File: config.mk
export PLATFORM = sky130hd
export DESIGN_NAME = regfile_writeback
export DESIGN_NICKNAME = d
export VERILOG_FILES = /design/src/rtl/regfile_pkg.sv /design/src/rtl/wb_fifo.sv /design/src/rtl/regfile_writeback.sv
export SDC_FILE = /design/constraint.sdc
export NUM_CORES = 1
export LEC_CHECK = 0
export BUFFER_PORTS_ARGS = -buffer_cell sky130_fd_sc_hd__clkbuf_2
export CORE_ASPECT_RATIO = 1.1
export CORE_MARGIN = 2
export CORE_UTILIZATION = 45
export DETAILED_ROUTE_END_ITERATION = 6
export GPL_ROUTABILITY_DRIVEN = 0
export PLACE_DENSITY = 0.65
export SYNTH_ARGS = -nofsm -noshare
export SYNTH_HDL_FRONTEND = slang
export SYNTH_HIERARCHICAL = 1
export SYNTH_SLANG_ARGS = --single-unit
File: constraint.sdc
create_clock -name clk -period 4.9 [get_ports clk]
set_clock_uncertainty 0.15 [all_clocks]
set_input_delay 0.245 -clock clk [delete_from_list [all_inputs] [get_ports clk]]
set_output_delay 0.245 -clock clk [all_outputs]
set_load 0.05 [all_outputs]
File: src/rtl/regfile_pkg.sv
// Shared types and constants for the register-file writeback path.
package regfile_pkg;

    localparam int XLEN       = 32;
    localparam int REG_ADDR_W = 5;
    localparam int NUM_REGS   = 32;

    // One pending register-file write: destination and value.
    typedef struct packed {
        logic [REG_ADDR_W-1:0] rd;
        logic [XLEN-1:0]       data;
    } wb_entry_t;

endpackage

File: src/rtl/wb_fifo.sv
// In-order FIFO of writeback entries that holds memory results waiting
// for the register-file write port. DEPTH must be a power of two, so the
// pointers wrap simply by overflowing.
module wb_fifo
    import regfile_pkg::*;
#(
    parameter int DEPTH = 4
) (
    input  logic                   clk,
    input  logic                   rst,
    input  logic                   push,
    input  logic                   pop,
    input  wb_entry_t              wdata,
    output wb_entry_t              rdata,
    output logic                   full,
    output logic                   empty,
    output logic [$clog2(DEPTH):0] count
);

    localparam int PTR_W = $clog2(DEPTH);
    localparam int CNT_W = PTR_W + 1;

    wb_entry_t          mem_q [DEPTH];
    logic [PTR_W-1:0]   wr_ptr_q, wr_ptr_d;
    logic [PTR_W-1:0]   rd_ptr_q, rd_ptr_d;
    logic [CNT_W-1:0]   count_q, count_d;

    // Next pointers and occupancy; simultaneous push and pop leaves count unchanged.
    always_comb begin
        wr_ptr_d = wr_ptr_q;
        rd_ptr_d = rd_ptr_q;
        count_d  = count_q;
        if (push) begin
            wr_ptr_d = wr_ptr_q + 1'b1;
        end
        if (pop) begin
            rd_ptr_d = rd_ptr_q + 1'b1;
        end
        case ({push, pop})
            2'b10:   count_d = count_q + 1'b1;
            2'b01:   count_d = count_q - 1'b1;
            default: count_d = count_q;
        endcase
    end

    // Entry storage carries no reset; occupancy decides what is valid.
    always_ff @(posedge clk) begin
        if (push) begin
            mem_q[wr_ptr_q] <= wdata;
        end
    end

    // Pointer and occupancy state, cleared by reset so buffered results are dropped.
    always_ff @(posedge clk) begin
        if (!rst) begin
            wr_ptr_q <= '0;
            rd_ptr_q <= '0;
            count_q  <= '0;
        end else begin
            wr_ptr_q <= wr_ptr_d;
            rd_ptr_q <= rd_ptr_d;
            count_q  <= count_d;
        end
    end

    assign rdata = mem_q[rd_ptr_q];
    assign full  = (count_q == CNT_W'(DEPTH));
    assign empty = (count_q == '0);
    assign count = count_q;

endmodule

File: src/rtl/regfile_writeback.sv
// Writeback arbiter for the register file's single write port.
// ALU results take priority, then buffered memory results, then a memory
// result arriving this cycle. A scoreboard tracks destinations of
// outstanding long-latency ops for decode hazard checks.
// Optional macro RF_BYPASS_EN adds read-data forwarding from the write port.
module regfile_writeback #(
    parameter int XLEN  = 32,
    parameter int DEPTH = 4
) (
    input  logic                   clk,
    input  logic                   rst,
    input  logic                   alu_valid,
    input  logic [4:0]             alu_rd,
    input  logic [XLEN-1:0]        alu_data,
    input  logic                   mem_valid,
    output logic                   mem_ready,
    input  logic [4:0]             mem_rd,
    input  logic [XLEN-1:0]        mem_data,
    input  logic                   issue_valid,
    input  logic [4:0]             issue_rd,
    input  logic [4:0]             rs1,
    input  logic [4:0]             rs2,
    output logic                   pend1,
    output logic                   pend2,
    output logic                   WE3,
    output logic [4:0]             A3,
    output logic [XLEN-1:0]        WD3,
    output logic [$clog2(DEPTH):0] fifo_count
`ifdef RF_BYPASS_EN
   ,input  logic [4:0]             A1,
    input  logic [4:0]             A2,
    input  logic [XLEN-1:0]        RD1,
    input  logic [XLEN-1:0]        RD2,
    output logic [XLEN-1:0]        RD1_fwd,
    output logic [XLEN-1:0]        RD2_fwd
`endif
);

    import regfile_pkg::*;

    logic            fifo_full, fifo_empty;
    logic            fifo_push, fifo_pop;
    logic            mem_acc;
    wb_entry_t       push_entry, head_entry;

    logic            sel_valid, sel_mem;
    logic [4:0]      sel_rd;
    logic [XLEN-1:0] sel_data;

    logic                WE3_q, WE3_d;
    logic [4:0]          A3_q, A3_d;
    logic [XLEN-1:0]     WD3_q, WD3_d;
    logic                src_mem_q, src_mem_d;
    logic [NUM_REGS-1:0] pending_q, pending_d;

    // mem_ready looks only at registered occupancy, never at this cycle's pop.
    assign mem_ready  = rst && !fifo_full;
    assign mem_acc    = mem_valid && mem_ready;
    assign push_entry = '{rd: mem_rd, data: mem_data};

    wb_fifo #(.DEPTH(DEPTH)) u_fifo (
        .clk   (clk),
        .rst   (rst),
        .push  (fifo_push),
        .pop   (fifo_pop),
        .wdata (push_entry),
        .rdata (head_entry),
        .full  (fifo_full),
        .empty (fifo_empty),
        .count (fifo_count)
    );

    // Write-port arbitration: ALU, then FIFO head, then a direct memory result.
    // A memory result bypasses the FIFO only when nothing else wants the port.
    always_comb begin
        sel_valid = 1'b0;
        sel_mem   = 1'b0;
        sel_rd    = '0;
        sel_data  = '0;
        fifo_push = 1'b0;
        fifo_pop  = 1'b0;
        if (alu_valid) begin
            sel_valid = 1'b1;
            sel_rd    = alu_rd;
            sel_data  = alu_data;
            fifo_push = mem_acc;
        end else if (!fifo_empty) begin
            sel_valid = 1'b1;
            sel_mem   = 1'b1;
            sel_rd    = head_entry.rd;
            sel_data  = head_entry.data;
            fifo_pop  = 1'b1;
            fifo_push = mem_acc;
        end else if (mem_acc) begin
            sel_valid = 1'b1;
            sel_mem   = 1'b1;
            sel_rd    = mem_rd;
            sel_data  = mem_data;
        end
    end

    // Next write-port state; a selected result for x0 is consumed without a write.
    always_comb begin
        WE3_d     = sel_valid && (sel_rd != '0);
        A3_d      = WE3_d ? sel_rd : A3_q;
        WD3_d     = WE3_d ? sel_data : WD3_q;
        src_mem_d = WE3_d && sel_mem;
    end

    // Scoreboard: a launched memory write clears its rd; a new issue sets it and wins a tie.
    always_comb begin
        pending_d = pending_q;
        if (WE3_q && src_mem_q) begin
            pending_d[A3_q] = 1'b0;
        end
        if (issue_valid && (issue_rd != '0)) begin
            pending_d[issue_rd] = 1'b1;
        end
        pending_d[0] = 1'b0;
    end

    // Registered write port and scoreboard; reset discards any in-flight write.
    always_ff @(posedge clk) begin
        if (!rst) begin
            WE3_q     <= 1'b0;
            A3_q      <= '0;
            WD3_q     <= '0;
            src_mem_q <= 1'b0;
            pending_q <= '0;
        end else begin
            WE3_q     <= WE3_d;
            A3_q      <= A3_d;
            WD3_q     <= WD3_d;
            src_mem_q <= src_mem_d;
            pending_q <= pending_d;
        end
    end

    assign WE3   = WE3_q;
    assign A3    = A3_q;
    assign WD3   = WD3_q;
    assign pend1 = pending_q[rs1] && (rs1 != '0);
    assign pend2 = pending_q[rs2] && (rs2 != '0);

`ifdef RF_BYPASS_EN
    // Forward the write landing this cycle, which the register file cannot yet return.
    assign RD1_fwd = (WE3_q && (A3_q == A1) && (A1 != '0)) ? WD3_q : RD1;
    assign RD2_fwd = (WE3_q && (A3_q == A2) && (A2 != '0)) ? WD3_q : RD2;
`endif

endmodule

## Yosys cells after proc, flatten, opt, wreduce, memory -nomap -nowiden

Memories as Yosys holds them, arrays and structs flattened. A register that Yosys moved wholly into a read port is not among the register bits.
Cells that the tools add are included.

| word-level totals | value |
|---|---|
| register bits after elaboration | 78 |
| memory bits (writable) | 148 |
| bits of input ports | 94 |
| memories | 1 |

Memory list:

| name | words | width | read ports | clocked after Yosys merged registers in | write ports | RTL line | text |
|---|---|---|---|---|---|---|---|
| u_fifo.mem_q | 4 | 37 | 1 | 1 | 1 | wb_fifo.sv:23 | `wb_entry_t mem_q [DEPTH];` |

| cells by class | value |
|---|---|
| add/sub/neg operators | 4 |
| $lt $le $gt $ge | 6 |
| equal/unequal tests | 3 |
| mux-type cells | 29 |
| bitwise operators | 3 |
| reduce and logical (&&, ||, !) cells | 17 |

Operators with widths:

| kind | count |
|---|---|
| 2-to-1 mux 32 bit | 5 |
| bitwise AND 32 bit | 1 |
| NOT 32 bit | 1 |
| OR 32 bit | 1 |
| < comparator 5 x 6 -> 1 bit (second input constant) | 4 |
| nonzero test 5 bit | 4 |
| 2-to-1 mux 5 bit | 3 |
| 2-to-1 mux 1 bit | 14 |
| binary-select mux 1 bit (select 5 bit) | 2 |
| demux 1 bit (select 5 bit) | 2 |
| greater-or-equal comparator 5 x 1 -> 1 bit (second input constant) | 2 |
| logical AND 1 bit | 10 |
| case mux 3 bit (2 select lines) | 1 |
| adder 2 x 1 -> 2 bit (second input constant) | 2 |
| 2-to-1 mux 2 bit | 2 |
| adder 3 x 1 -> 3 bit (second input constant) | 1 |
| equality test 3 bit (second input constant) | 1 |
| zero test 3 bit | 1 |
| subtractor 3 x 1 -> 3 bit (second input constant) | 1 |
| equality test 2 x 1 -> 1 bit (second input constant) | 1 |
| equality test 2 bit (second input constant) | 1 |
| nonzero test 2 bit | 1 |
| zero test 1 bit | 1 |

## Logic depth before layout (Yosys ltp)

| depth | value |
|---|---|
| depth after elaboration | 10 |
| gate-level depth with buffers | 12 |
| gate-level depth less buffers | 12 |

## Hierarchy

Netlist, hierarchy kept.

By module, submodules not included:

| module | instances | cells each | area an instance (µm²) | sequential area each (µm²) |
|---|---|---|---|---|
| wb_fifo | 1 | 239 | 5845.6 | 4624.4 |
| regfile_writeback | 1 | 450 | 4060.1 | 1401.3 |

## Worst setup path before layout

Ideal clock, no wire load.

| timing | value |
|---|---|
| path type | reg-to-reg |
| start | reg u_fifo.count_q[0] (netlist: u_fifo/count[0]) |
| end | mem u_fifo/mem_q[0][0] (netlist name), enable pin |
| setup time | 398 ps |
| data arrival time | 3240 ps |
| setup slack | 1112 ps |
| cell stages (with the launch flop) | 7 |
| buffers on the path | 0 |
| clock period less this slack | 3788 ps |
| cells stage by stage | dfxtp_1 > inv_1 > and3_1 > nor2b_1 > nand2_1 > a21oi_1 > and2_1 |

| on the way | value |
|---|---|
| word-level cells in the longest chain between the ends | 8 |
| elaborated cells between the ends (all ways) | 9 |
| classes of those cells | eq/ne (1); mux (4); reduce/logical (4) |

Ends and longest elaborated chain:

| what | RTL line | text |
|---|---|---|
| from (decl) | wb_fifo.sv:26 | `logic [CNT_W-1:0] count_q, count_d;` |
| from (signal assigned) | wb_fifo.sv:62 | `count_q <= count_d;` |
| equality test 3 bit (*) | wb_fifo.sv:67 | `assign full = (count_q == CNT_W'(DEPTH));` |
| via fifo_full | regfile_writeback.sv:41 | `logic fifo_full, fifo_empty;` |
| zero test 1 bit (*) | regfile_writeback.sv:57 | `assign mem_ready = rst && !fifo_full;` |
| logical AND 1 bit (*) | regfile_writeback.sv:57 |  |
| via mem_ready | regfile_writeback.sv:16 | `output logic mem_ready,` |
| logical AND 1 bit (*) | regfile_writeback.sv:58 | `assign mem_acc = mem_valid && mem_ready;` |
| 2-to-1 mux 1 bit | regfile_writeback.sv:87 | `end else if (!fifo_empty) begin` |
| 2-to-1 mux 1 bit (*) | regfile_writeback.sv:82 | `if (alu_valid) begin` |
| via fifo_push | regfile_writeback.sv:42 | `logic fifo_push, fifo_pop;` |
| 2-to-1 mux 1 bit (*) | wb_fifo.sv:48 | `if (push) begin` |
| 2-to-1 mux 1 bit (not written as such) (*) | wb_fifo.sv:49 | `mem_q[wr_ptr_q] <= wdata;` |
| to (decl) | wb_fifo.sv:23 |  |

Mark *: on every way through the listed nets, which the timed path passes. The rest lies on a longest branch.

## Final worst setup path

| timing | value |
|---|---|
| start | reg u_fifo.count_q[1] (netlist: u_fifo/count[1]) |
| end | reg WD3_q[8] (netlist: WD3[8]) |

| on the way | value |
|---|---|
| elaborated cells between the ends (all ways) | 16 |
| classes of those cells | eq/ne (1); mux (9); reduce/logical (6) |

RTL lines:

| what | RTL line | text |
|---|---|---|
| zero test 3 bit (*) | wb_fifo.sv:68 | `assign empty = (count_q == '0);` |
| via fifo_empty | regfile_writeback.sv:41 |  |
| 2-to-1 mux 5 bit | regfile_writeback.sv:87 |  |
| 2-to-1 mux 5 bit | regfile_writeback.sv:82 |  |
| nonzero test 5 bit | regfile_writeback.sv:104 | `WE3_d = sel_valid && (sel_rd != '0);` |
| logical AND 1 bit | regfile_writeback.sv:104 |  |
| to (signal assigned) | regfile_writeback.sv:133 | `WD3_q <= WD3_d;` |
| to (decl) | regfile_writeback.sv:52 | `logic [XLEN-1:0] WD3_q, WD3_d;` |

Marks and branches as above.
A chain may end at the register's enable or synchronous reset.

==> Flow_metrics.wiki <==
{| class="wikitable"
! Metric !! Value
|-
| Yosys warning total || 6
|-
| Worst Tran Pin Value || ~1.2 ns
|-
| Delay of the slowest critical-path stage || roughly 0.99 ns
|-
| Post-layout min period || 3.43 ns
|-
| Post-route clock period utilization || 69.9%
|-
| Total power density per cell area || 459 nW/µm²
|-
| R2R cell count || 6
|-
| Placed wire-length estimate after detailed placement || 14.7 mm
|-
| Initial core utilization || about 46%
|-
| Number of maximum-capacitance constraint violations || 0
|-
| Cell Chain, Critical Path || nor3_1 > and4b_2 > a221oi_1 > o22ai_4 > buf_4 > mux2i_1
|-
| Type of element launching the critical path || flip-flop
|-
| Count of endpoints failing hold in the final timing report || 0
|-
| Global routing met1 resource utilization || 25.4%
|-
| Cell family with most CP delay || simple AND/OR/NAND/NOR gates
|-
| Critical setup path kind || flip-flop to flip-flop
|-
| Worst Hold Class || input port to flip-flop
|-
| Mapped Cells || 689
|-
| Total congestion overflow after global routing || 0
|-
| Via count of the first global-routing pass || 7250
|-
| Sequential share of power || roughly two fifths
|-
| Area occupied by multi-input gates || around 3600 µm²
|-
| Sequential cell area || 6030 µm²
|-
| GR Util All Layers || 20.4%
|-
| Crit path buf inv count || 1
|-
| Slowest stage cell, crit path || and4b_2
|-
| Total CTS buffers || 25
|-
| Number of enable-type register cells in the synthesized netlist || between 100 and 150
|-
| Number of I/O port buffers || approximately 140
|-
| Net switching component of the power || 1.77 mW
|-
| Clock Root Buffer || clkbuf_16
|-
| First-pass GRT wire length || 38.1 mm
|-
| Asr flop ratio synth || 0%
|-
| Fraction of met2 tracks used by global routing || between 30% and 40%
|-
| Proportion of total power due to net switching || 31.1%
|-
| Number of remaining DRC errors || 0
|-
| Clk pwr share || 34.6%
|-
| Instance count on the critical path || 6
|-
| Crit path required time || 5.18 ns
|-
| Count of final max-slew check failures || 0
|-
| LEAKAGE || between 4 and 5 nW
|-
| Synth Register Bits || 227
|-
| Worst VDD drop || 0.318 mV
|-
| Number of rows in the core area || 56
|-
| Number of I/O pins || 138
|-
| Sequential element share of the synthesized area || 60.8%
|-
| RSZ-0062 raised after global routing || no
|-
| Area growth, synth to finish || 25.0%
|-
| Post-synthesis net count || 789
|-
| Met3 routing resource usage after global routing || 3.89%
|-
| Worst-path clk slew || ~0.060 ns
|-
| Maximum fanout along the worst path || 38
|-
| Remaining antenna violation count || 0
|-
| Die Width || about 150 µm
|-
| Placeable core area || 21400 µm²
|-
| Initial antenna violation count || 2
|-
| Vias after detailed routing || 6839
|-
| Pre-antenna DRT Iters || 5
|-
| Total setup buffers inserted after CTS || 0
|-
| Cell area after synthesis || 9910 µm²
|-
| Dominant synthesized flop cell || edfxtp_1
|-
| Number of cells in the design after placement || 1069
|-
| Count of clock tree sinks || 227
|-
| Worst Hold Path Cells || 5
|-
| Average wire length per cell after detail routing || 20.3 µm
|-
| GRT Max-Usage Layer || met2
|-
| Final wirelength || 24.2 mm
|-
| Longest Clk Path Bufs || 3
|-
| Remaining max-slew budget at the tightest pin || about 20%
|-
| Synthesized area per cell || between 10 and 15 µm²
|-
| Crit. End Element || flip-flop
|-
| Share of final-layout standard cells stronger than drive strength 1 || 26.9%
|-
| DR iter-0 viols || between 400 and 500
|-
| Setup TNS || 0 ns
|-
| CTS tree || built
|-
| Filler Cell Count || 1709
|-
| Peak clock frequency supported by timing || 0.292 GHz
|-
| Final setup viols || 0
|-
| Result of the run || completed
|-
| Routed vias/inst || 5.73
|-
| Gate power share || 24.8%
|-
| Data arrival time of the critical path || about 3.7 ns
|-
| Non-Filler Instances || 1193
|-
| Largest net degree at the start of global routing || approximately 110
|-
| Netlist cell types || 54
|-
| Area of the die || 23200 µm²
|-
| CTS HTree Levels || 1
|-
| Cell-internal power || approximately 4 mW
|-
| Die span in y || 160 µm
|-
| Number of nets in the layout || 982
|-
| Worst-Skew Late Latency || a little over 0.5 ns
|}
worst paths after layout:
kind                                startpoint                       end  slack, ns
setup / recovery  u_fifo/count[1]$_SDFFE_PN0P_       WD3[8]$_SDFFE_PN0P_       1.47
hold / removal                     issue_rd[3]  pending_q[25]$_SDFF_PN0_       0.03
setup reg to reg  u_fifo/count[1]$_SDFFE_PN0P_       WD3[8]$_SDFFE_PN0P_       1.47
hold reg to reg            WD3[0]$_SDFFE_PN0P_       WD3[0]$_SDFFE_PN0P_       0.31
power groups by stage:
stage	Clock [mW]	Combinational [mW]	Sequential, mW
detailed placement	0	1.36	2.34
CTS	2.01	1.42	2.30
global placement	0	1.32	2.33
finish	1.97	1.41	2.31
global route	2.08	1.50	2.32
floorplan	0	0.822	2.56
tightest hold or removal path, cell delays in order:
cell and delay (ns):
clkbuf_2 0.15, nand2_1 0.08, nor2_1 0.07, nand2_1 0.06, a21boi_1 0.05
metal layers:
layer | vias up | wire, µm
met2 | 241 | 12300
met1 | 3448 | 9860
li1 | 3107 | -
met3 | 43 | 1440
met4 | 0 | 574
met5 | - | 0
metrics by stage:
step                cell area, µm²  power, mW  hold slack [ns]  util [%]  setup slack, ns
CTS                          12400       5.73          0.00679      57.7             1.48
detailed placement           10700       3.70            0.295      50.1             1.50
finish                       12400       5.68           0.0344      57.7             1.47
floorplan                     9910       3.38            0.194         -             1.11
global route                 12400       5.90           0.0451      57.7             1.28
global placement             10700       3.65            0.291      50.1             1.64
layout make-up:
class / count / share of cell area, %
multi-input cells: 399 / 28.9
diodes: 2 / 0.0404
inverters: 10 / 0.303
clock buffers: 29 / 5.35
flip-flops and latches: 227 / 48.7
repair buffers: 219 / 12.1
clock inverters: 17 / 1.74
well taps: 290 / 2.93
cells in the mapped netlist (5+ instances only):
cell type    n  area share [%]
a21boi_1    32             2.4
a221o_1     32             3.2
and2_1      11            0.69
buf_1        5            0.19
buf_2        8            0.40
clkbuf_1    32             1.2
dfxtp_1     79              16
edfxtp_1   148              45
ha_1         5            0.63
inv_1        9            0.34
mux2i_1     35             3.5
mux4_1       7             1.9
mux4_2      44              10
nand2_1     85             3.2
nor2_1       9            0.34
nor3b_1      6            0.45
o211ai_1    32             2.4
o21ai_0     26             1.3
o21ai_1     12            0.61
state kept, by name, indices dropped and copies added, names as in the netlist, named ones only:
register,cells
pending_q,31
src_mem_q,1
WD3,32
u_fifo/wr_ptr_q,2
u_fifo/rd_ptr_q,2
u_fifo/count,3
WE3,1
u_fifo/mem_q,148
A3,5
kinds of logic after synthesis:
group	share of synthesized area (%)
buffers and inverters	3.30
adder cells (fa/ha/maj)	0.834
AND/OR/NAND/NOR	6.92
multiplexers	15.9
AO/OA/AOI/OAI	11.8
XOR/XNOR	0.442
flip-flops	60.8
layout by cell type, fill, tap and decap left out, types with 3 or more instances in the layout:
| cell | n |
|---|---|
| edfxtp_1 | 148 |
| clkbuf_2 | 136 |
| nand2_1 | 85 |
| dfxtp_1 | 77 |
| dlygate4sd3_1 | 76 |
| mux4_2 | 44 |
| mux2i_1 | 35 |
| a21boi_1 | 32 |
| a221o_1 | 32 |
| o211ai_1 | 32 |
| o21ai_0 | 26 |
| clkbuf_16 | 26 |
| o21ai_1 | 12 |
| inv_1 | 9 |
| nor2_1 | 9 |
| and2_1 | 7 |
| buf_4 | 7 |
| mux4_1 | 7 |
| nor3b_1 | 6 |
| clkinvlp_4 | 5 |
| ha_1 | 5 |
| and3_1 | 4 |
| a22oi_1 | 4 |
| o2bb2ai_1 | 4 |
| bufinv_16 | 4 |
| clkinv_2 | 4 |
| and2_2 | 4 |
| nand3b_1 | 3 |
| or3_1 | 3 |
| or4_1 | 3 |
| inv_6 | 3 |
| clkbuf_1 | 3 |
| xor2_1 | 3 |
timing repair:
item	4_1_cts	5_1_grt
endpoints found under the hold margin	194	0
gates resized for setup	0	0
hold buffers	76	0
(Power assumes the default switching activity.)
